File: config.mk
export PLATFORM = sky130hd
export DESIGN_NAME = b2s_tx_arbiter
export DESIGN_NICKNAME = d
export VERILOG_FILES = /design/src/rtl/b2s_tx_arbiter.sv
export SDC_FILE = /design/constraint.sdc
export NUM_CORES = 1
export LEC_CHECK = 0
export BUFFER_PORTS_ARGS = -buffer_cell sky130_fd_sc_hd__buf_2
export CAP_MARGIN = 25
export CORE_MARGIN = 2
export CORE_UTILIZATION = 50
export DETAILED_ROUTE_END_ITERATION = 8
export PLACE_DENSITY = 0.93
export SETUP_SLACK_MARGIN = 0.05
export SKIP_LAST_GASP = 1
export SYNTH_ARGS = -nofsm -noshare
export SYNTH_HDL_FRONTEND = slang
export SYNTH_SLANG_ARGS = --single-unit
File: constraint.sdc
create_clock -name clk -period 3.25 [get_ports clk]
set_input_delay 0 -clock clk [delete_from_list [all_inputs] [get_ports clk]]
set_output_delay 0 -clock clk [all_outputs]
set_load 0.05 [all_outputs]
File: src/rtl/b2s_tx_arbiter.sv
// Round-robin scheduler that shares one b2s single-wire transmitter among NREQ requesters,
// guarding each frame with a timeout watchdog and enforcing an idle gap between frames.
module b2s_tx_arbiter #(
  parameter int unsigned NREQ        = 4,
  parameter int unsigned WIDTH       = 32,
  parameter int unsigned IDW         = 2,
  parameter int unsigned CNT_W       = 16,
  parameter int unsigned GAP_CYC     = 1000,
  parameter int unsigned TIMEOUT_CYC = 65535
) (
  input  logic                    clk,
  input  logic                    rst,
  input  logic [NREQ-1:0]         req,
  input  logic [NREQ*WIDTH-1:0]   req_data,
  output logic [NREQ-1:0]         ack,
  output logic [NREQ-1:0]         err,
  output logic                    tx_start,
  output logic [WIDTH-1:0]        tx_din,
  input  logic                    tx_done,
  output logic                    busy,
  output logic [IDW-1:0]          cur_id
);

  localparam logic [CNT_W-1:0] TO_LAST  = CNT_W'(TIMEOUT_CYC - 1);
  localparam logic [CNT_W-1:0] GAP_LAST = CNT_W'(GAP_CYC - 1);
  localparam logic [IDW-1:0]   LAST_RST = IDW'(NREQ - 1);

  typedef enum logic [2:0] {
    IDLE  = 3'd0,
    ARB   = 3'd1,
    START = 3'd2,
    WAIT  = 3'd3,
    GAP   = 3'd4
  } state_e;

  state_e            state_q, state_d;
  logic [NREQ-1:0]   ack_q, ack_d;
  logic [NREQ-1:0]   err_q, err_d;
  logic              tx_start_q, tx_start_d;
  logic [WIDTH-1:0]  tx_din_q, tx_din_d;
  logic              busy_q, busy_d;
  logic [IDW-1:0]    cur_id_q, cur_id_d;
  logic [IDW-1:0]    last_q, last_d;
  logic [CNT_W-1:0]  cnt_q, cnt_d;

  logic              gnt_found;
  logic [IDW-1:0]    gnt_id;

  // Rotating search starting just after the last granted requester.
  always_comb begin : arb_c
    int unsigned idx;
    idx       = 0;
    gnt_found = 1'b0;
    gnt_id    = '0;
    for (int unsigned i = 0; i < NREQ; i++) begin
      idx = (32'(last_q) + 32'd1 + i) % NREQ;
      if (!gnt_found && req[IDW'(idx)]) begin
        gnt_found = 1'b1;
        gnt_id    = IDW'(idx);
      end
    end
  end

  always_ff @(posedge clk) begin
    if (rst) state_q <= IDLE;
    else     state_q <= state_d;
  end

  always_comb begin
    state_d = state_q;
    unique case (state_q)
      IDLE:    if (|req) state_d = ARB;
      ARB:     state_d = gnt_found ? START : IDLE;
      START:   state_d = WAIT;
      WAIT:    if (tx_done || (cnt_q == TO_LAST)) state_d = GAP;
      GAP:     if (cnt_q == GAP_LAST) state_d = IDLE;
      default: state_d = IDLE;
    endcase
  end

  // Outputs are computed one cycle ahead so they appear registered in the matching state.
  always_comb begin
    ack_d      = '0;
    err_d      = '0;
    tx_start_d = 1'b0;
    tx_din_d   = tx_din_q;
    cur_id_d   = cur_id_q;
    last_d     = last_q;
    cnt_d      = cnt_q;
    busy_d     = (state_d != IDLE);
    unique case (state_q)
      ARB: begin
        if (gnt_found) begin
          tx_din_d   = req_data[32'(gnt_id) * WIDTH +: WIDTH];
          cur_id_d   = gnt_id;
          last_d     = gnt_id;
          tx_start_d = 1'b1;
        end
      end
      START: cnt_d = '0;
      WAIT: begin
        if (tx_done) begin
          ack_d[cur_id_q] = 1'b1;
          cnt_d           = '0;
        end else if (cnt_q == TO_LAST) begin
          ack_d[cur_id_q] = 1'b1;
          err_d[cur_id_q] = 1'b1;
          cnt_d           = '0;
        end else begin
          cnt_d = cnt_q + CNT_W'(1);
        end
      end
      GAP: begin
        if (cnt_q == GAP_LAST) cnt_d = '0;
        else                   cnt_d = cnt_q + CNT_W'(1);
      end
      default: ;
    endcase
  end

  always_ff @(posedge clk) begin
    if (rst) begin
      ack_q      <= '0;
      err_q      <= '0;
      tx_start_q <= 1'b0;
      tx_din_q   <= '0;
      busy_q     <= 1'b0;
      cur_id_q   <= '0;
      last_q     <= LAST_RST;
      cnt_q      <= '0;
    end else begin
      ack_q      <= ack_d;
      err_q      <= err_d;
      tx_start_q <= tx_start_d;
      tx_din_q   <= tx_din_d;
      busy_q     <= busy_d;
      cur_id_q   <= cur_id_d;
      last_q     <= last_d;
      cnt_q      <= cnt_d;
    end
  end

  assign ack      = ack_q;
  assign err      = err_q;
  assign tx_start = tx_start_q;
  assign tx_din   = tx_din_q;
  assign busy     = busy_q;
  assign cur_id   = cur_id_q;

endmodule

==> metrics.md, run 1 <==
| Metric | Value |
|---|---|
| Final WL | `10.4 mm` |
| Netlist cell types | `46` |
| Die Ht | `90.4 um` |
| Final worst path period share | `66.1%` |
| Internal power | `1.60 mW` |
| Layout cell share with drive strength beyond 1 | `37.8%` |
| Drt initial violations | `121` |
| Worst Path Arrival | `2.36 ns` |
| Fmax | `465 MHz` |
| Final Max Slew Viols | `0` |
| YS warnings | `0` |
| Pleak | `2.50 nW` |
| Number of vias per cell | `5.37` |
| Worst Hold Launch | `tx_done` |
| Final ANT Viol Nets | `0` |
| H-tree depth | `3` |
| Post-Syn Nets | `521` |
| Main area contributors after synthesis | `dfxtp_1 35%, mux2i_1 26%, a22o_1 7.5%` |
| Die W | `90.4 um` |
| Pre-antenna DRT Iters | `4` |
| Sink Count | `65` |
| First-pass GRT wire length | `17.2 mm` |
| Switching power share of the total | `34.1%` |
| Maximum clock path buffer count | `2` |
| Cell family with most CP delay | `simple AND/OR/NAND/NOR gates` |
| Top-area cell type share of the netlist area | `34.8%` |
| Vias in the first global route | `3699` |
| RSZ-0062 raised after global routing | `false` |
| CTS Hold Buffers Added | `0` |
| Die area | `8180 sq um` |
| Drt wl/cell | `15.8 um` |
| Max-cap violations | `0` |
| WP depth | `6` |
| Count of buffers from port buffering | `178` |
| Placeable Area | `7250 sq um` |
| Sw power | `0.827 mW` |
| Asr flop ratio synth | `0%` |
| Reg clk slew, reported paths | `0.07 ns` |
| Critical Path Start | `cnt_q[1]$_SDFFE_PP0P_` |
| Io pins | `179` |
| Post-synth EDFFs | `0` |
| CP cell instances | `ha_1 -> or4b_1 -> nor4_2 -> a21oi_1 -> o21ai_2 -> nor2_1` |
| Commonest non-fill, non-tap cell in the layout | `buf_2` |
| Sequential power share | `37.0%` |
| Netlist Area Pre-Place | `3740 sq um` |
| Setup TNS | `0 ns` |
| Crit. End Element | `register` |
| Reg2reg start | `cnt_q[1]$_SDFFE_PP0P_` |
| Skew-Pair Late Insertion Delay | `0.35 ns` |
| Largest net degree at the start of global routing | `47` |
| Comb power frac | `32.1%` |
| Drt drc | `0` |
| Core Rows | `31` |
| Post-Synthesis Cells | `384` |
| Worst Path Required | `3.46 ns` |
| Detailed placement HPWL | `7.99 mm` |
| Fin. Hold Viols | `0` |
| Initial Utilization | `51.5%` |
| Seq cells post-synth | `65` |
| Initial antenna violation count | `1` |
| Most frequent cells in the layout | `178 x buf_2, 96 x mux2i_1, 65 x dfxtp_1` |
| Final min period | `2.15 ns` |
| Final Setup Violations | `0` |
| Worst Hold Slack | `0.0741 ns` |
| Post-cts gate resize count | `0` |
| GP Congestion | `0.970` |
| Gr usage total | `25.8%` |
| Fin area | `4930 sq um` |
| Area post-placement | `4690 sq um` |
| Post-synth top flop | `dfxtp_1` |
| Worst-Margin Slew | `0.838 ns` |
| Type of origin of the critical path | `register` |
| Critical path's slowest cell | `or4b_1` |
| Clock share of power | `30.9%` |
| Syn Area/Cell | `9.73 sq um` |
| PD cells | `493 nW/um^2` |
| Critical path type | `register to register` |
| Top fanout value on the critical path | `14` |
| Total grt overflow | `0` |
| Maximum VDD drop | `0.261 mV` |
| Synth area leader | `dfxtp_1` |
| Post-synthesis sequential area ratio | `34.8%` |
| Worst Hold Depth | `4` |
| Slowest stage delay, CP | `0.47 ns` |
| Routed via count | `3551` |
| CTS tree | `yes` |
| Post-CTS Setup Bufs | `0` |
| Max_slew headroom | `44.2%` |
| Clock Skew | `0.0106 ns` |
| Outcome | `complete, no violations` |
| CTS root buf | `clkbuf_8` |
| HP Class | `input pin to register` |
| R2R depth | `6` |
| Buf+Inv Stages, Crit Path | `0` |
| Area growth syn-to-layout | `31.8%` |
| Layout Nets | `693` |
| Total CTS buffers | `9` |
sequential cells by signal, summed over array words and instances, names as in the netlist, 2 cells and up:
name / count
cnt_q: 16
err: 4
ack: 4
last_q: 2
tx_din: 32
state_q: 3
cur_id: 2
worst register-to-register path: cells and delay by family, from the launching register on:
family / cells / cell delay, ns
compound gates: 2 / 0.40
flops: 1 / 0.42
simple gates: 3 / 0.95
fa+ha+maj: 1 / 0.24
final timing paths:
path,endpoint,slack [ns]
setup / recovery,cnt_q[2]$_SDFFE_PP0P_,1.10
hold reg to reg,cnt_q[1]$_SDFFE_PP0P_,0.54
hold / removal,state_q[1]$_SDFF_PP0_,0.07
setup reg to reg,cnt_q[2]$_SDFFE_PP0P_,1.10
per-stage QoR:
| step | instances | util [%] | setup slack [ns] | power [mW] |
|---|---|---|---|---|
| finish | 661 | 67.9 | 1.10 | 2.43 |
| CTS | 659 | 67.7 | 1.09 | 2.44 |
| global route | 661 | 67.9 | 0.958 | 2.54 |
| detailed placement | 643 | 64.7 | 1.11 | 1.69 |
| global placement | 643 | 64.7 | 1.22 | 1.67 |
| floorplan | 384 | - | 1.35 | 1.48 |
cell type report:
cell class / count / area (sq um)
diodes: 1 / 2.50
clock inverters: 7 / 95.1
flip-flops and latches: 65 / 1300
fillers: 592 / 2330
multi-input cells: 293 / 2320
clock buffers: 9 / 124
well taps: 99 / 124
repair buffers: 184 / 943
inverters: 3 / 11.3
routing by layer:
| metal | global-route usage (%) | wire [um] | vias to the layer above |
|---|---|---|---|
| met1 | 28.3 | 4270 | 1660 |
| li1 | - | - | 1739 |
| met5 | 0 | 0 | - |
| met3 | 6.09 | 574 | 31 |
| met4 | 12.6 | 374 | 0 |
| met2 | 46.4 | 5220 | 121 |
kinds of logic (layout without fill, tap and decap cells):
kind of cell | Yosys count | in the layout | share of synthesized area, %
simple gates | 126 | 126 | 18.9
mux | 96 | 96 | 25.7
flops | 65 | 65 | 34.8
compound gates | 55 | 55 | 12.9
buf+inv | 26 | 203 | 3.75
xor+xnor | 14 | 14 | 3.28
fa+ha+maj | 2 | 2 | 0.670
other cells | 0 | 1 | 0
cells in the mapped netlist (3+ instances only):
library cell	instances
nor3_1	6
a22o_1	32
nand3_1	5
nand2_1	11
buf_2	4
xnor2_1	5
xor2_1	9
mux2i_1	96
clkbuf_1	8
o21ai_0	3
o21bai_1	3
nor2b_1	36
inv_1	3
a21oi_1	6
nor2_1	32
nand4_1	9
dfxtp_1	65
buf_4	8
nand2b_1	7
power groups by stage:
stage               Sequential [mW]  Combinational (mW)  Clock, mW
floorplan                      1.08               0.398          0
global placement              0.911               0.756          0
detailed placement            0.914               0.773          0
CTS                           0.897               0.776      0.765
global route                  0.905               0.832      0.800
finish                        0.897               0.779      0.750
Note: power is estimated with default switching activity, not from simulation.
==> run 2, diff against run 1 <==
--- a/config.mk
+++ b/config.mk
@@ -8,9 +8,9 @@
 export BUFFER_PORTS_ARGS = -buffer_cell sky130_fd_sc_hd__buf_2
 export CAP_MARGIN = 25
 export CORE_MARGIN = 2
-export CORE_UTILIZATION = 50
+export CORE_UTILIZATION = 47
 export DETAILED_ROUTE_END_ITERATION = 8
-export PLACE_DENSITY = 0.93
+export PLACE_DENSITY = 0.88
 export SETUP_SLACK_MARGIN = 0.05
 export SKIP_LAST_GASP = 1
 export SYNTH_ARGS = -nofsm -noshare
==> constraint.sdc (replaced) <==
create_clock -name clk -period 2.15 [get_ports clk]
set_input_delay 0 -clock clk [delete_from_list [all_inputs] [get_ports clk]]
set_output_delay 0 -clock clk [all_outputs]
set_load 0.05 [all_outputs]
==> run 2 against run 1 <==
Non-clock buffer count up 9. Final cell count up 2.0%. Die area increased by 6.1%. Critical path type unchanged. Highest routed layer unchanged. First-iteration DRC count grew 19%. Global-route usage down 0.87 points.
==> metrics.md, run 2 (synthesis results as in run 1) <==
| Metric | Value |
|---|---|
| Outcome | `complete, no violations` |
| Worst Hold Launch | `req_data[68]` |
| Placeable Area | `7730 sq um` |
| Placed cells | `655` |
| CTS root buf | `clkbuf_8` |
| Clock Skew | `0.0139 ns` |
| Sink Count | `65` |
| Worst Path Arrival | `2.22 ns` |
| Commonest non-fill, non-tap cell in the layout | `buf_2` |
| CTS Hold Buffers Added | `0` |
| Final ANT Viol Nets | `0` |
| CTS tree | `yes` |
| Count of buffers from port buffering | `178` |
| Setup TNS | `0 ns` |
| Final Setup Violations | `0` |
| Pleak | `2.60 nW` |
| Initial antenna violation count | `1` |
| Max FFs per register | `32` |
| Final Max Slew Viols | `0` |
| Pre-antenna DRT Iters | `4` |
| Die area | `8680 sq um` |
| RSZ-0062 raised after global routing | `false` |
| Total power | `3.89 mW` |
| H-tree depth | `3` |
| Largest net degree at the start of global routing | `37` |
| Worst Path Required | `2.37 ns` |
| Total grt overflow | `0` |
| Number of vias per cell | `5.35` |
| Reg clk slew, reported paths | `0.08 ns` |
| Final WL | `10.9 mm` |
| Initial Utilization | `48.3%` |
| Fmax | `500 MHz` |
| First-pass GRT wire length | `17.1 mm` |
| Max_slew headroom | `61.2%` |
| Drt initial violations | `144` |
| PD cells | `761 nW/um^2` |
| Total CTS buffers | `9` |
| Skew-Pair Late Insertion Delay | `0.35 ns` |
| Final worst path period share | `93.1%` |
| Critical Path Start | `cnt_q[0]$_SDFFE_PP0P_` |
| Area growth syn-to-layout | `36.9%` |
| Max-cap violations | `0` |
| Layout Nets | `703` |
| Gr usage total | `24.9%` |
| Routed via count | `3608` |
| Critical path type | `register to register` |
| Vias in the first global route | `3577` |
| Type of origin of the critical path | `register` |
| Fin. Hold Viols | `0` |
| Top fanout value on the critical path | `7` |
| Final min period | `2.00 ns` |
| GP Congestion | `0.878` |
| Die Ht | `93.2 um` |
| Detailed placement HPWL | `8.31 mm` |
| Fin cells | `674` |
| HP Class | `input pin to register` |
| Drt wl/cell | `16.2 um` |
| Core Rows | `32` |
| Drt drc | `0` |
| Io pins | `179` |
| Maximum clock path buffer count | `2` |
| Layout cell share with drive strength beyond 1 | `39.1%` |
| Maximum VDD drop | `0.392 mV` |
| Die W | `93.2 um` |
| Reg2reg start | `cnt_q[0]$_SDFFE_PP0P_` |
| Crit. End Element | `register` |
| Most frequent cells in the layout | `178 x buf_2, 96 x mux2i_1, 65 x dfxtp_1` |
| Worst-Margin Slew | `0.583 ns` |
## run 2: where the power goes
group / leakage [nW] / internal (mW) / switching, mW
clock network: 0.123 / 0.806 / 0.495
registers: 0.529 / 1.29 / 0.0580
logic: 1.95 / 0.517 / 0.724
## run 2: final cells by class
class	count	area, sq um
Multi-Input combinational cell	294	2360
Antenna cell	1	2.50
Inverter	3	11.3
Sequential cell	65	1300
Clock inverter	6	115
Timing Repair Buffer	193	1060
Clock buffer	10	138
Fill cell	601	2610
Tap cell	102	128
## run 2: routing by layer
metal  vias to the layer above  track usage (%)  share of wire (%)
met5                         -                0                  0
met1                      1681             28.7                 41
met3                        25             5.08                6.3
met4                         0             10.7                3.0
met2                       136             44.6                 50
li1                       1766                -                  -
## run 2: final timing paths
path | to | slack [ns] | cells after the start
min | tx_din[4]$_SDFFE_PP0P_ | 0.07 | 4
min reg2reg | cnt_q[15]$_SDFFE_PP0P_ | 0.54 | 2
max | cnt_q[3]$_SDFFE_PP0P_ | 0.15 | 6
max reg2reg | cnt_q[3]$_SDFFE_PP0P_ | 0.15 | 6
## run 2: timing repair
| action | CTS | global route |
|---|---|---|
| buffers inserted | 0 | 1 |
| resized for setup | 0 | 5 |
| setup endpoints to repair | 0 | 18 |
## run 2: worst max-delay path, stage by stage (launching register included)
cell,delay [ns]
dfxtp_1,0.40
ha_1,0.23
or4b_1,0.50
nor4_4,0.33
a21oi_2,0.14
o21ai_2,0.19
nor2_1,0.10
## run 2: stage by stage
stage	utilization, %	cell area, sq um	hold WS, ns	setup WS, ns
detailed placement	62.1	4800	0.432	0.0957
CTS	65.4	5050	0.0586	0.0820
floorplan	-	3740	0.250	0.247
global placement	62.1	4800	0.412	0.153
global route	66.2	5110	0.0960	0.0491
finish	66.2	5110	0.0718	0.149
==> run 3, diff against run 2 <==
--- a/config.mk
+++ b/config.mk
@@ -5,11 +5,12 @@
 export SDC_FILE = /design/constraint.sdc
 export NUM_CORES = 1
 export LEC_CHECK = 0
-export BUFFER_PORTS_ARGS = -buffer_cell sky130_fd_sc_hd__buf_2
+export BUFFER_PORTS_ARGS = -buffer_cell sky130_fd_sc_hd__buf_4
 export CAP_MARGIN = 25
 export CORE_MARGIN = 2
 export CORE_UTILIZATION = 47
 export DETAILED_ROUTE_END_ITERATION = 8
+export GPL_ROUTABILITY_DRIVEN = 0
 export PLACE_DENSITY = 0.88
 export SETUP_SLACK_MARGIN = 0.05
 export SKIP_LAST_GASP = 1
==> run 3 against run 2 <==
Non-clock buffer count shrank 3. Cell area grew 7.7%. Power is essentially flat. Global-route usage grew 1.7 points. Maximum frequency shrank 0.82%. Clock skew shrank 0.0015 ns. Clock power shrank 11%. Register-to-register slack lost 0.02 ns.
==> metrics.md, run 3 (synthesis results as in run 1) <==
| Metric | Value |
|---|---|
| Placed cells | `653` |
| Max-cap violations | `0` |
| Internal power | `2.58 mW` |
| Fin. Hold Viols | `0` |
| RSZ-0062 raised after global routing | `false` |
| Comb power frac | `35.3%` |
| Count of buffers from port buffering | `178` |
| H-tree depth | `3` |
| Flop2flop setup slack | `0.13 ns` |
| Antenna Cells | `0` |
| Clock Skew | `0.0124 ns` |
| Worst-Margin Slew | `0.745 ns` |
| Total CTS buffers | `9` |
| Drt wl/cell | `17.6 um` |
| Area growth syn-to-layout | `47.4%` |
| Die area | `8680 sq um` |
| Final worst path period share | `93.8%` |
| Die W | `93.2 um` |
| Crit. End Element | `register` |
| Critical path type | `register to register` |
| Clock share of power | `29.9%` |
| Maximum clock path buffer count | `2` |
| Final min period | `2.02 ns` |
| Cell family with most CP delay | `simple AND/OR/NAND/NOR gates` |
| Largest net degree at the start of global routing | `47` |
| Final Max Slew Viols | `0` |
| Placeable Area | `7730 sq um` |
| Sw power | `1.31 mW` |
| Fin cells | `670` |
| HP Class | `input pin to register` |
| Layout cell share with drive strength beyond 1 | `38.9%` |
| Post-CTS Setup Bufs | `0` |
| Critical path's slowest cell | `or4b_1` |
| Layout Nets | `700` |
| Sequential power share | `34.9%` |
| Total grt overflow | `0` |
| Pre-antenna DRT Iters | `4` |
| Outcome | `complete, no violations` |
| Buf+Inv Stages, Crit Path | `0` |
| Skew-Pair Late Insertion Delay | `0.35 ns` |
| Core Rows | `32` |
| Gr usage total | `26.6%` |
| Setup TNS | `0 ns` |
| Vias in the first global route | `3631` |
| Final Setup Violations | `0` |
| Final ANT Viol Nets | `0` |
| Max FFs per register | `32` |
| Number of vias per cell | `5.51` |
| Most frequent cells in the layout | `185 x buf_4, 96 x mux2i_1, 64 x dfxtp_1` |
| Switching power share of the total | `33.7%` |
| CP cell instances | `ha_1 -> or4b_1 -> nor4_4 -> a21oi_2 -> o21ai_4 -> nor2_1` |
| Initial antenna violation count | `0` |
| First-pass GRT wire length | `18.1 mm` |
| Fmax | `496 MHz` |
| CTS Hold Buffers Added | `0` |
| Slowest stage delay, CP | `0.53 ns` |
| Maximum VDD drop | `0.400 mV` |
| Type of origin of the critical path | `register` |
| Io pins | `179` |
| Routed via count | `3691` |
| Sink Count | `65` |
| Worst Path Required | `2.37 ns` |
| Final WL | `11.8 mm` |
| Commonest non-fill, non-tap cell in the layout | `buf_4` |
| Pleak | `2.68 nW` |
| PD cells | `707 nW/um^2` |
| Drt drc | `0` |
| Worst Path Arrival | `2.24 ns` |
| Detailed placement HPWL | `8.72 mm` |
| Die Ht | `93.2 um` |
| CTS tree | `yes` |
| Initial Utilization | `48.3%` |
| Drt initial violations | `127` |
| CTS root buf | `clkbuf_8` |
| Reg clk slew, reported paths | `0.08 ns` |
| Max_slew headroom | `50.3%` |
| Top fanout value on the critical path | `7` |
run 3: worst paths after layout:
check                                       startpoint                     end  depth (start not counted)
worst min register to register  last_q[0]$_SDFFE_PP1P_  last_q[0]$_SDFFE_PP1P_                          2
worst max-delay path             cnt_q[0]$_SDFFE_PP0P_   cnt_q[7]$_SDFFE_PP0P_                          6
worst min-delay path                           tx_done   state_q[1]$_SDFF_PP0_                          4
worst max register to register   cnt_q[0]$_SDFFE_PP0P_   cnt_q[7]$_SDFFE_PP0P_                          6
run 3: routing by layer:
| layer | share of wire (%) | up-vias | wire length (um) | global-route usage [%] |
|---|---|---|---|---|
| li1 | - | 1757 | - | - |
| met1 | 39 | 1753 | 4620 | 30.2 |
| met5 | 0 | - | 0 | 0 |
| met4 | 3.8 | 0 | 449 | 13.4 |
| met3 | 7.0 | 38 | 821 | 6.20 |
| met2 | 50 | 143 | 5890 | 46.8 |
run 3: final cells by class:
type | instances | area [sq um]
flip-flops and latches | 65 | 1300
repair buffers | 190 | 1490
inverters | 3 | 11.3
clock buffers | 9 | 124
fillers | 594 | 2220
clock inverters | 7 | 92.6
well taps | 102 | 128
multi-input cells | 294 | 2360
run 3: power by group through the flow:
stage	registers, mW	clock network (mW)	logic, mW
after floorplan	1.64	0	0.602
after global placement	1.38	0	1.34
after detailed placement	1.38	0	1.36
after CTS	1.36	1.17	1.37
after global routing	1.37	1.23	1.45
final	1.36	1.16	1.37
run 3: worst register-to-register path, cell delays in order, from the launching register on:
cell and delay, ns:
dfxtp_1 0.41, ha_1 0.24, or4b_1 0.53, nor4_4 0.33, a21oi_2 0.17, o21ai_4 0.15
nor2_1 0.08
run 3: through the flow:
stage | setup WS (ns) | hold WS, ns | utilization, % | cell area (sq um) | power [mW]
6_report | 0.132 | 0.0433 | 71.3 | 5510 | 3.90
5_1_grt | 0.0242 | 0.0698 | 71.3 | 5510 | 4.05
2_1_floorplan | 0.247 | 0.250 | - | 3740 | 2.24
3_5_place_dp | 0.0405 | 0.400 | 68.0 | 5250 | 2.75
4_1_cts | 0.0760 | 0.0295 | 70.9 | 5480 | 3.90
3_3_place_gp | 0.188 | 0.384 | 68.0 | 5250 | 2.71
run 3: repair_timing:
| item | CTS | global route |
|---|---|---|
| cloned | 0 | 1 |
| pin swaps | 0 | 1 |
| resized for setup | 1 | 4 |
| endpoints found under the setup margin | 10 | 18 |
